==> src/rtl/axil_read_handler.sv <==
// axil_read_handler: AXI4-Lite read master, one AR/R transaction in flight for the HLS datapath.
// Latency: start accept to read_valid is 3 cycles with a zero-wait slave; every output is a flop.
// Backpressure: start_read ignored while ready=0; waits on arready/rvalid unless AXIL_READ_TIMEOUT_EN arms a watchdog.
module axil_read_handler #(
  parameter int DATA_WIDTH     = 32,
  parameter int ADDR_WIDTH     = 5,
  parameter int TIMEOUT_CYCLES = 256
) (
  input  logic                  clk,
  input  logic                  rst,
  input  logic [ADDR_WIDTH-1:0] read_addr,
  input  logic                  start_read,
  output logic                  ready,
  output logic [DATA_WIDTH-1:0] read_data,
  output logic                  read_valid,
  output logic                  read_error,
  output logic [ADDR_WIDTH-1:0] s_axil_araddr,
  output logic [2:0]            s_axil_arprot,
  output logic                  s_axil_arvalid,
  input  logic                  s_axil_arready,
  input  logic [DATA_WIDTH-1:0] s_axil_rdata,
  input  logic [1:0]            s_axil_rresp,
  input  logic                  s_axil_rvalid,
  output logic                  s_axil_rready
);

  typedef enum logic [1:0] {IDLE = 2'd0, ADDR = 2'd1, DATA = 2'd2} state_t;

  state_t state, state_nxt;
  logic   accept, ar_done, r_done, abort;

  if (TIMEOUT_CYCLES < 1) begin : g_bad_timeout
    $error("TIMEOUT_CYCLES must be at least 1");
  end

  assign accept  = (state == IDLE) && start_read;
  assign ar_done = (state == ADDR) && s_axil_arready;
  assign r_done  = (state == DATA) && s_axil_rvalid;

`ifdef AXIL_READ_TIMEOUT_EN
  localparam int CW = $clog2(TIMEOUT_CYCLES + 1);
  localparam logic [CW-1:0] TO_LAST = CW'(TIMEOUT_CYCLES - 1);

  logic [CW-1:0] wd_cnt;

  // Abort fires on the edge the count reaches TIMEOUT_CYCLES; a real response on that edge still wins.
  assign abort = (state != IDLE) && (wd_cnt == TO_LAST) && !r_done;

  always_ff @(posedge clk or negedge rst) begin
    if (!rst) begin
      wd_cnt <= '0;
    end else if (accept) begin
      wd_cnt <= '0;
    end else if (state != IDLE) begin
      wd_cnt <= wd_cnt + 1'b1;
    end
  end
`else
  assign abort = 1'b0;
`endif

  always_ff @(posedge clk or negedge rst) begin
    if (!rst) begin
      state <= IDLE;
    end else begin
      state <= state_nxt;
    end
  end

  always_comb begin
    state_nxt = state;
    case (state)
      IDLE:    if (accept)  state_nxt = ADDR;
      ADDR:    if (ar_done) state_nxt = DATA;
      DATA:    if (r_done)  state_nxt = IDLE;
      default: state_nxt = IDLE;
    endcase
    if (abort) state_nxt = IDLE;
  end

  // Handshake outputs decode the next state so they change on the same edge as the state.
  always_ff @(posedge clk or negedge rst) begin
    if (!rst) begin
      ready          <= 1'b1;
      s_axil_arvalid <= 1'b0;
      s_axil_rready  <= 1'b0;
      read_valid     <= 1'b0;
      read_error     <= 1'b0;
      read_data      <= '0;
      s_axil_araddr  <= '0;
    end else begin
      ready          <= (state_nxt == IDLE);
      s_axil_arvalid <= (state_nxt == ADDR);
      s_axil_rready  <= (state_nxt == DATA);
      read_valid     <= r_done || abort;
      if (accept) begin
        s_axil_araddr <= read_addr;
      end
      if (r_done) begin
        read_data  <= s_axil_rdata;
        read_error <= (s_axil_rresp != 2'b00);
      end else if (abort) begin
        read_data  <= '0;
        read_error <= 1'b1;
      end
    end
  end

  assign s_axil_arprot = 3'b000;

endmodule

==> config.mk <==
export PLATFORM = sky130hd
export DESIGN_NAME = axil_read_handler
export DESIGN_NICKNAME = d
export VERILOG_FILES = /design/src/rtl/axil_read_handler.sv
export SDC_FILE = /design/constraint.sdc
export NUM_CORES = 1
export LEC_CHECK = 0
export ABC_AREA = 1
export ABC_CLOCK_PERIOD_IN_PS = 1300
export BUFFER_PORTS_ARGS = -buffer_cell sky130_fd_sc_hd__buf_4
export CORE_MARGIN = 5
export CORE_UTILIZATION = 30
export DETAILED_ROUTE_END_ITERATION = 7
export PLACE_DENSITY = 0.54
export SETUP_SLACK_MARGIN = 0.15
export SLEW_MARGIN = 25
export SYNTH_ARGS = -nofsm -noshare
export SYNTH_HDL_FRONTEND = slang
export SYNTH_SLANG_ARGS = --single-unit
export TNS_END_PERCENT = 50
==> constraint.sdc <==
create_clock -name clk -period 1.3 [get_ports clk]
set_input_delay 0.195 -clock clk [delete_from_list [all_inputs] [get_ports clk]]
set_output_delay 0.195 -clock clk [all_outputs]
set_load 0.02 [all_outputs]
==> key figures <==
CTS
  • Setup repair bufs after CTS: 0
  • Clk Latency, worst-skew pair: 0.28 ns
  • Clock sink count: 44
  • CTS root buf: clkbuf_8
  • CTS tree: yes
  • Clock buffer count from CTS: 5
  • Clock transition at path regs: 0.08 ns
  • H-tree Lvls: 2
  • CTS Buffer Depth: 2

Floorplan
  • Starting Density: 31.1%
  • Die area: 7400 um2
  • FP Rows: 27
  • Die width: 86 um
  • Core outline area: 5570 um2
  • Die H: 86 um
  • I/O Pins: 89

GRT
  • First-pass GRT wire length: 6760 um
  • Initial antenna violation count: 0
  • Congestion Overflow GR: 0
  • Vias in the first global route: 1415
  • GR Util All Layers: 11.5%
  • Pin count of the biggest net entering global routing: 45

Worst setup path
  • Critical path fanouts, max: 1
  • Worst R2R Path Depth: 5
  • Setup crit end: ready
  • Worst Setup Path Type: reg -> out
  • Crit path buffers/inverters: 1
  • Slowest-stage cell, CP: dfstp_2
  • CP delay by family, top: flip-flops
  • Crit path DAT: 0.93 ns
  • Worst Setup SP: ready$_DFF_PN1_
  • Startpoint types: register
  • FF-to-FF setup slack: 0.20 ns
  • Crit path largest cell delay: 0.53 ns
  • Critical Path RT: 1.11 ns
  • Crit end category: output pin
  • R2r endpoint: read_error$_DFFE_PN0P_
  • R2R Path Start: state[0]$_DFF_PN0_
  • Critical path depth in cells: 1
  • Crit-path cells: buf_6

Layout
  • FILL cells: 588
  • Layout cells sized above 1: 40.1%
  • Diode count: 0
  • Post-layout nets: 317
  • Design Area, Final: 2560 um2
  • Final std cells w/o fill: 346
  • Synthesis-to-layout area growth: 47.7%

Yosys
  • #FFs+latches synth: 44
  • Cell variety after synth: 17
  • Primary FF master, synth: dfrtp_1
  • Syn avg cell area: 9.47 um2
  • Yosys top cell by area: dfrtp_1
  • Ys Warns: 0
  • Synth Cell Area: 1730 um2
  • Share of synthesized flip-flops with an asynchronous set or reset: 100%
  • Cells after Synth: 183
  • Most frequent cell after synthesis: nand2_1
  • Post-synth top cells: 102 x nand2_1, 43 x dfrtp_1, 9 x nand2_2
  • Synth top area share: 62.1%
  • Sequential area share after synthesis: 63.6%
  • Synth top area cells: dfrtp_1 62%, nand2_1 22%, nand2_2 3.2%
  • Number of synthesized flops with an enable pin: 0

Timing
  • Tightest Pin Transition: 0.556 ns
  • Layout Skew: 0.00546 ns
  • Max Freq: 892 MHz
  • Final period util: 86.2%
  • Final hold vios: 0
  • Fin crit period: 1.12 ns
  • Final Worst Setup Slack: 0.179 ns
  • TNS Setup: 0 ns
  • Final setup vio count: 0
  • RSZ-0062 raised after global routing: true
  • Max-slew violation count: 0
  • Max transition margin: 62.9%

Min path
  • Hold Crit Class: in -> reg
  • Hold Startpoint: s_axil_rdata[26]

Power and ir drop
  • Design Power: 6.01 mW
  • Lkg Pwr: 1.44 nW
  • Max IR drop VDD: 1120 uV
  • Power Dens Cells: 2350 nW/um2

Routing
  • 1st-iter DRT viols: 46
  • Total Wirelength: 4180 um
  • DR vias/cell: 4.15
  • DR pass1 iterations: 4
  • DR vias: 1436
  • Antenna Nets Post-Route: 0
  • # DRC: 0
  • Avg WL per Cell: 12.1 um

Placement
  • Placed cell areas: 2450 um2
  • DP Worst Slack: 0.200 ns
  • DP Cell Count: 337
  • Number of port buffers: 85
  • RePlAce Congestion: 0.686
  • HPWL after detailed placement: 3020 um

Status
  • Status: finished clean

Job
  • Number of max-cap violations: 0
==> cells in the final DEF, fill, tap and decap left out, types with 3 or more instances in the layout <==
| cell | n |
|---|---|
| nand2_1 | 102 |
| buf_4 | 86 |
| dfrtp_1 | 43 |
| nand2_2 | 9 |
| clkbuf_8 | 7 |
| nand4_1 | 5 |
| inv_1 | 3 |
| nand3_1 | 3 |
| conb_1 | 3 |
==> metrics by stage <==
stage	util, %	hold slack, ns
floorplan	-	-0.101
global placement	43.9	0.228
detailed placement	43.9	0.231
CTS	45.9	0.0823
global route	45.9	0.0764
finish	45.9	0.0932
==> routing by layer <==
metal  wire length (um)  track usage (%)  vias to the layer above
met5                  0                0                        -
met1               1810             14.9                      646
met3                364             4.61                        4
li1                   -                -                      734
met4                 31             2.59                        0
met2               1980             18.1                       52
==> layout make-up <==
class                           count  area (um2)  area share (%)
Sequential cell                    44        1100            43.1
Timing Repair Buffer               90         707            27.6
Multi-Input combinational cell    127         537            21.0
Clock buffer                        8         100            3.91
Tap cell                           72        90.1            3.52
Inverter                            5        23.8           0.929
==> registers in the layout (all words and copies together), names as in the netlist <==
signal	flops
read_data	32
read_error	1
read_valid	1
ready	1
s_axil_araddr	5
s_axil_arvalid	1
s_axil_rready	1
state	2
==> cell families (layout without fill, tap and decap cells) <==
group | Yosys count | in the layout | share of synthesized area (%)
and+or+nand+nor | 123 | 123 | 30.0
buffers and inverters | 14 | 103 | 5.85
DFF | 44 | 44 | 63.6
AOI/OAI and AO/OA | 1 | 1 | 0.289
other | 1 | 3 | 0.216
==> where the power goes <==
part           switching [mW]  total (mW)  internal, mW
logic                    1.59        2.76          1.18
registers               0.336        2.33          1.99
clock network           0.432       0.917         0.485
==> worst min path at each step <==
stage	end	slack, ns	depth (start not counted)
2_1_floorplan	read_data[0]$_DFFE_PN0P_	-0.10	0
3_3_place_gp	s_axil_araddr[2]$_DFFE_PN0P_	0.23	1
3_5_place_dp	s_axil_araddr[2]$_DFFE_PN0P_	0.23	1
4_1_cts	read_data[26]$_DFFE_PN0P_	0.08	3
5_1_grt	read_data[26]$_DFFE_PN0P_	0.08	3
6_report	read_data[26]$_DFFE_PN0P_	0.09	3
==> timing repair <==
item	in CTS	in global routing
hold endpoints to repair	43	0
setup endpoints to repair	0	18
gates resized for setup	0	1
hold buffers	1	0
(Power assumes the default switching activity.)
